===== src/rtl/counter_up_down.sv =====
// counter_up_down: up/down binary counter with parallel load and registered wrap pulse
module counter_up_down #(
  parameter int unsigned WIDTH     = 4,
  parameter int unsigned RESET_VAL = 0
) (
  input  logic             clk,
  input  logic             rstn,
  input  logic             load_en,
  input  logic [WIDTH-1:0] load,
  input  logic             down,
  output logic [WIDTH-1:0] count,
  output logic             rollover
);
  localparam logic [WIDTH-1:0] MAX = '1;
  localparam logic [WIDTH-1:0] RST = WIDTH'(RESET_VAL);
  logic [WIDTH-1:0] count_q, count_d;
  logic             rollover_q, rollover_d;
  // next state: reset beats load, load beats stepping; a wrap is flagged only when stepping
  always_comb begin
    count_d    = rstn ? RST : load_en ? load : down ? count_q - 1'b1 : count_q + 1'b1;
    rollover_d = !rstn && !load_en && (down ? count_q == '0 : count_q == MAX);
  end
  // state register; both outputs come straight from flops
  always_ff @(posedge clk) begin
    count_q    <= count_d;
    rollover_q <= rollover_d;
  end
  assign count    = count_q;
  assign rollover = rollover_q;
`ifndef SYNTHESIS
  logic chk_q = 1'b0;
  // arms the checks once a reset edge has made history well defined
  always_ff @(posedge clk) chk_q <= chk_q | rstn;
  a_step: assert property (@(posedge clk) chk_q |->
    count == WIDTH'($past(count) + 1'b1) || count == WIDTH'($past(count) - 1'b1) ||
    ($past(load_en) && count == $past(load)) || ($past(rstn) && count == RST));
  a_wrap_val: assert property (@(posedge clk) chk_q && rollover |-> count == '0 || count == MAX);
  a_no_wrap_after_ld: assert property (@(posedge clk) chk_q && ($past(rstn) || $past(load_en)) |-> !rollover);
`endif
endmodule


===== config.mk =====
export PLATFORM = sky130hd
export DESIGN_NAME = counter_up_down
export DESIGN_NICKNAME = d
export VERILOG_FILES = /design/src/rtl/counter_up_down.sv
export SDC_FILE = /design/constraint.sdc
export NUM_CORES = 1
export LEC_CHECK = 0
export CAP_MARGIN = 15
export CORE_AREA = 3 3 40 42
export DETAILED_ROUTE_END_ITERATION = 7
export DIE_AREA = 0 0 43 45
export DONT_BUFFER_PORTS = 1
export GPL_TIMING_DRIVEN = 0
export PLACE_DENSITY = 0.43
export SLEW_MARGIN = 30
export SYNTH_ARGS = -nofsm -noshare
export SYNTH_HDL_FRONTEND = slang
export SYNTH_SLANG_ARGS = --single-unit
export TNS_END_PERCENT = 5

===== constraint.sdc =====
create_clock -name clk -period 1.4 [get_ports clk]
set_input_delay 0.28 -clock clk [delete_from_list [all_inputs] [get_ports clk]]
set_output_delay 0.28 -clock clk [all_outputs]
set_load 0.01 [all_outputs]

; ---- Yosys cells after proc, flatten, opt, wreduce, memory -nomap -nowiden
; Cells that the tools add are included.
[totals]
wordCells = 13
input_bits = 8
output_inout_bits = 5
ff_bits = 5
[classes]
n_addsub = 2
muxes = 3
n_eq_ne = 1
reduce_logical = 5
[ops]
columns = op, n
row1 = 4-bit two-way mux, 2
row2 = 4-bit by 1-bit adder with 4-bit output (second input constant), 1
row3 = 4-bit equality test (second input constant), 1
row4 = 4-bit logical NOT, 1
row5 = 4-bit by 1-bit subtractor with 4-bit output (second input constant), 1
row6 = 1-bit logical AND, 2
row7 = 1-bit logical NOT, 2
row8 = 1-bit two-way mux, 1

; ---- Logic depth before layout (Yosys ltp)
; Gate-level depths: netlist of the first run.
[depth]
ltp_word = 3
ltp_mapped = 5
mapped_depth_nobuf = 5

; ---- Worst setup path after synthesis of the first run
; Ideal clock, no wire load.
[synth_path]
kind = register to register
start = register count_q[2], in the netlist count[2]
end = register count_q[3], in the netlist count[3]
required_ns = 1.297
setup_slack_ns = 0.046
period_less_slack_ns = 1.354
n_path_buf = 0
t_arrival_ns = 1.250
path_stages_with_launch = 5
setup_ns = 0.103
path_cell_list = dfxtp_1 ha_1 a21oi_1 a211oi_1 a2111oi_2
[synth_via]
elab_chain_cells = 3
elab_cells_between_ends = 4
cone_classes = add/sub: 2 / mux: 2
[synth_lines]
columns = element, line_no
row1 = start: declaration, 16  ; logic [WIDTH-1:0] count_q, count_d;
row2 = start signal: assignment, 25  ; count_q <= count_d;
row3 = 4-bit by 1-bit adder with 4-bit output / 4-bit by 1-bit subtractor with 4-bit output (equally long branches), 20  ; count_d = rstn ? RST : load_en ? load : down ? count_q - 1'b1 : count_q + 1'b1;
row4 = 4-bit two-way mux (*) (2 in a row), 20
; Mark *: on every way between the ends. The rest lies on a longest branch, timed or not.
; A chain may end at the register's enable or synchronous reset.

; ---- Final worst setup path of the first run
; Ends and elaborated chain as after synthesis.

==> impl_results.md, run 1 <==
- Via density: between 4 and 5
- Final period utilization: ~93%
- IO Pins: 13
- Total grt overflow: 0
- Clock Skew: 3.56 ps
- Final core utilization: 28.8%
- Max rail drop VDD: 0.522 mV
- Die footprint: 1940 um^2
- Dominant cells by area after synthesis: dfxtp_1 33%, ha_1 8.3%, fa_1 6.6%, mux2i_1 6.6%, nor2_1 6.2%
- Count of cell types in the netlist: 16
- Postcts setup bufs: 0
- First-pass GRT wire length: approximately 1100 um
- DRT iter0 DRCs: 4
- Fmax: between 700 and 800 MHz
- DR pass1 iterations: 2
- Worst EP arrival: between 1000 and 1500 ps
- Fillers: between 100 and 150
- Max-cap violations: 0
- Ant. Diodes: 0
- Cts bufs inserted: 3
- Total GRT Usage: between 8 and 9%
- Slowest stage delay, CP: between 300 and 400 ps
- Worst setup SP type: flop
- H-Tree Depth: 1
- Antenna violations before repair: 0
- Critical Path, Cell by Cell: ha_4, nand3_1, and4b_4, a2111oi_2
- Wire length per cell: ~13 um
- Clock Tree Buf Depth: 2
- Pwr Total: about 0.44 mW
- Syn_nets: 43
- CP required: roughly 1600 ps
- Fin. Hold Viols: 0
- Final Max Tran Viols: 0
- Final WL: about 680 um
- # DRC: 0
- Synth Cell Area: 303 um^2
- Initial Utilization: 23.6%
- Detail Route Antenna Nets: 0
- Design area: roughly 370 um^2
- Placeable Area: between 1000 and 1500 um^2
- Worst-Margin Slew: ~290 ps
- Biggest area consumer among synthesized cells: dfxtp_1
- Syn-to-layout area delta: 22.3%
- Die height: 45 um
- Cts hold-fix bufs: 0
- Via count: 240
- Critical path capture point type: flop
- Post-synth ARST share: 0%
- Setup violators final: 0
- Nets: 48
- Minimum clock period after layout: 1300 ps
- Gate Count Post-Synth: 32
- Sequential fraction of the synthesis area: between 30% and 40%
- Pwr per Cell Area: approximately 1200 nW/um^2
- CTS tree: yes
- Cts repair resizes: 3
- Hold WC Path Type: in -> reg
- Register bit count reported by yosys: 5
- Synthesis Warnings: 0
- GPL Wtd Cong: between 0.6 and 0.7
- Critical path type: reg -> reg
- Rows: 13
- Vias in the first global route: 234
- P_leak: roughly 0.14 nW
- Slowest stage cell, crit path: dfxtp_2
- Yosys top cell area share: about a third
- Syn_area_per_cell: 9.46 um^2
- Placed cell areas: ~320 um^2
- Prevailing post-synth register cell: dfxtp_1
- Clk sinks: 5
- Pin count of the biggest net entering global routing: 10
- Chip Width: roughly 43 um
- Post-synth EDFFs: 0
- Clk slew on worst S/H paths: around 50 ps
- Outcome: complete, no violations
- Max_slew headroom: around four fifths
- Share of layout cells above drive strength 1: 33.3%
- IO buf count: 0
- Skew-Pair Late Insertion Delay: roughly 250 ps
- Root Driver: clkbuf_4
- RSZ-0062 raised after global routing: false
- Post-synth top cells: 5 x dfxtp_1, 5 x nor2_1, 4 x inv_1, 3 x a21oi_1
- Crit-path max FO: 3
[metal layers]
layer / up-vias / wire, um / GRT usage, %
met5: - / 0 / 0
met4: 0 / 0 / 1.81
met3: 0 / 106 / 9.16
met2: 16 / 251 / 9.58
met1: 105 / 319 / 10.5
li1: 119 / - / -
[where the power goes]
| part | total [mW] | switching [mW] | leakage, nW | internal [mW] |
|---|---|---|---|---|
| combinational | 0.0848 | 0.0382 | 0.0854 | 0.0466 |
| clock | 0.171 | 0.0627 | 0.0150 | 0.108 |
| sequential | 0.181 | 0.0237 | 0.0426 | 0.157 |
| total | 0.436 | 0.125 | 0.143 | 0.312 |
[cells in the final DEF (no fill, tap or decap), drive strengths merged]
| cell type | Yosys | final |
|---|---|---|
| nor3 | 1 | 1 |
| a211oi | 1 | 1 |
| ha | 2 | 2 |
| nor4b | 1 | 1 |
| xnor2 | 2 | 2 |
| clkbuf | 0 | 4 |
| a2111oi | 1 | 1 |
| a21oi | 3 | 3 |
| inv | 4 | 4 |
| nand3 | 1 | 1 |
| and4b | 2 | 2 |
| fa | 1 | 1 |
| dfxtp | 5 | 5 |
| nor2 | 5 | 5 |
| mux2i | 2 | 2 |
| buf | 1 | 1 |
[final timing paths]
| kind | start | end | slack [ps] | cells after the start |
|---|---|---|---|---|
| max | count[2] | count[3] | 100 | 4 |
| min | rstn | count[2] | 90 | 1 |
| max reg2reg | count[2] | count[3] | 100 | 4 |
| min reg2reg | count[2] | rollover | 600 | 2 |
[worst max-delay path, delay by kind of cell, from the launching register on]
family | cells | cell delay, ps
and+or+nand+nor | 2 | 290
AOI/OAI and AO/OA | 1 | 260
DFF | 1 | 360
adders and majority gates | 1 | 300
[flip-flops by register name (all words and copies together), names as in the netlist]
name and cells:
rollover 1, count 4
[stage by stage]
stage                     setup TNS [ps]  cells  setup slack [ps]  hold WS (ps)
after floorplan                        0     32              46.3           349
after global placement             -46.3     47             -46.3           350
after detailed placement            -112     47             -78.4           351
after CTS                              0     51              15.2          86.3
after global routing                   0     51              12.2          74.1
final                                  0     51              97.7          91.9
[cells by family (layout without fill, tap and decap cells)]
family / count (synthesis) / in the layout / share of synthesized area (%)
compound gates: 5 / 5 / 12.4
xor+xnor: 2 / 2 / 5.79
fa+ha+maj: 3 / 3 / 14.9
buf+inv: 5 / 9 / 6.61
flops: 5 / 5 / 33.1
mux: 2 / 2 / 6.61
simple gates: 10 / 10 / 20.7
[cell type report]
cell class | count | area (um^2) | area share, %
plain buffers | 1 | 5.00 | 1.35
clock buffers | 4 | 26.3 | 7.09
inverters | 4 | 15.0 | 4.05
multi-input cells | 22 | 199 | 53.7
flip-flops and latches | 5 | 106 | 28.7
well taps | 15 | 18.8 | 5.07
Note: power is estimated with default switching activity, not from simulation.
==> inputs of run 2 (changes only) <==
PLACE_DENSITY = 0.42   (was 0.43)
clock period = 1.6 ns   (was 1.4 ns; I/O delays follow)
==> run 2 against run 1 <==
Against the previous run: die area stayed put; utilization is 1.8 points lower; cell count stayed put; register-to-register slack better by 20 ps; critical path type unchanged; highest routed layer unchanged.
==> impl_results.md, run 2 (same netlist as run 1, synthesis figures left out) <==
- Nets: 48 (unchanged)
- IO buf count: 0 (unchanged)
- Critical path capture point type: flop
- Worst reg2reg path endpoint: count[3]
- Postcts setup bufs: 0 (unchanged)
- Root Driver: clkbuf_4
- Max_slew headroom: 82.7% (+2.4 points)
- Wire length per cell: 12.2 um (-8.6%)
- Cts bufs inserted: 3 (unchanged)
- IO Pins: 13 (unchanged)
- Critical path type: reg -> reg
- Hold WC Path Type: in -> reg
- Max rail drop VDD: 0.439 mV (-16%)
- Final WL: 620 um (-8.6%)
- Vias in the first global route: 198 (-15%)
- Cts hold-fix bufs: 0 (unchanged)
- Pin count of the biggest net entering global routing: 10 (unchanged)
- Clk sinks: 5 (unchanged)
- Share of layout cells above drive strength 1: 19.4% (-14 points)
- Final Max Tran Viols: 0 (unchanged)
- CP required: 1740 ps (+190 ps)
- Clk slew on worst S/H paths: 40 ps (about the same)
- Clock Skew: 2.35 ps (-1.21 ps)
- Reg area: 100 um^2 (-5.9%)
- # DRC: 0 (unchanged)
- Final period utilization: 92.4% (-0.59 points)
- First-pass GRT wire length: 938 um (-17%)
- Minimum clock period after layout: 1480 ps (+177 ps)
- Worst EP arrival: 1620 ps (+170 ps)
- Pwr per Cell Area: 1050 nW/um^2 (-11%)
- Fin. Hold Viols: 0 (unchanged)
- Setup violators final: 0 (unchanged)
- DR pass1 iterations: 3 (+1)
- Hold depth: 1 (unchanged)
- Via count: 234 (-2.5%)
- Via density: 4.59 (-2.5%)
- Detail Route Antenna Nets: 0 (unchanged)
- Placeable Area: 1280 um^2 (unchanged)
- RSZ-0062 raised after global routing: false
- CTS tree: yes
- Outcome: complete, no violations
- Crit-path max FO: 3 (unchanged)
- Die height: 45 um (unchanged)
- DRT iter0 DRCs: 7 (+3)
- Setup TNS: 0 ps (unchanged)
- Initial Utilization: 23.6% (unchanged)
- Setup ws final: 121 ps (+23.4 ps)
- R2R setup slack: 120 ps (+20 ps)
- P_leak: 0.142 nW (-0.90%)
- Ant. Diodes: 0 (unchanged)
- Area taken by multi-input logic gates: 183 um^2 (-8.2%)
- FF-to-FF Start: count[2]
- H-Tree Depth: 1 (unchanged)
- Fmax: 676 MHz (-12%)
- Total GRT Usage: 6.94% (-1.5 points)
- Total grt overflow: 0 (unchanged)
- Max-cap violations: 0 (unchanged)
- Antenna violations before repair: 0 (unchanged)
- Rows: 13 (unchanged)
- Max reg flops: 4 (unchanged)
- GPL Wtd Cong: 0.649 (-1.8%)
- Clock Tree Buf Depth: 2 (unchanged)
- Cts repair resizes: 0 (-3)
- Post-place setup slack: 125 ps (+204 ps)
- Die footprint: 1940 um^2 (unchanged)
- Critical path endpoint: count[3]
- Chip Width: 43 um (unchanged)
- Worst-Margin Slew: 259 ps (-35.7 ps)
- Skew-Pair Late Insertion Delay: 240 ps (about the same)
- Worst setup SP type: flop
- Syn-to-layout area delta: 14.9%
- Fillers: 137 (-0.72%)
- Worst Reg-to-Reg Cells: 4 (unchanged)
- Setup crit start: count[2]
- Commonest cells after routing, fill and taps aside: 5 x nor2_1, 5 x dfxtp_1, 4 x inv_1
-- run 2: worst min path at each step --
stage	to	start	slack [ps]
after detailed placement	count[3]	rstn	390
after global routing	count[0]	rstn	120
after global placement	count[3]	rstn	390
after CTS	count[3]	rstn	130
after floorplan	count[3]	rstn	390
final	count[3]	rstn	140
-- run 2: area by class of cell --
| cell class | instances | share of cell area, % |
|---|---|---|
| Multi-Input combinational cell | 22 | 52.5 |
| Sequential cell | 5 | 28.8 |
| Clock buffer | 4 | 7.55 |
| Tap cell | 15 | 5.40 |
| Inverter | 4 | 4.32 |
| Buffer | 1 | 1.44 |
-- run 2: per-layer routing --
metal | up-vias | global-route usage (%) | wire [um]
li1 | 121 | - | -
met1 | 102 | 8.05 | 283
met4 | 0 | 1.81 | 0
met2 | 11 | 8.98 | 265
met5 | - | 0 | 0
met3 | 0 | 6.77 | 71
-- run 2: power breakdown --
group	switching, mW	internal (mW)	total [mW]	leakage (nW)
logic	0.0315	0.0347	0.0662	0.0853
clock network	0.0485	0.0941	0.143	0.0150
registers	0.0194	0.136	0.156	0.0415
-- run 2: critical path, cell delays in order, from the launching register on --
cell and delay (ps):
dfxtp_1 430, ha_1 310, a21oi_1 210, a211oi_1 110, a2111oi_2 320
-- run 2: per-stage QoR --
step,power (mW),util [%],cell area [um^2],hold slack (ps),std cells
global route,0.394,27.1,348,123,51
detailed placement,0.224,25.0,322,392,47
global placement,0.223,25.0,322,391,47
CTS,0.375,27.1,348,131,51
floorplan,0.211,-,303,389,32
finish,0.365,27.1,348,145,51
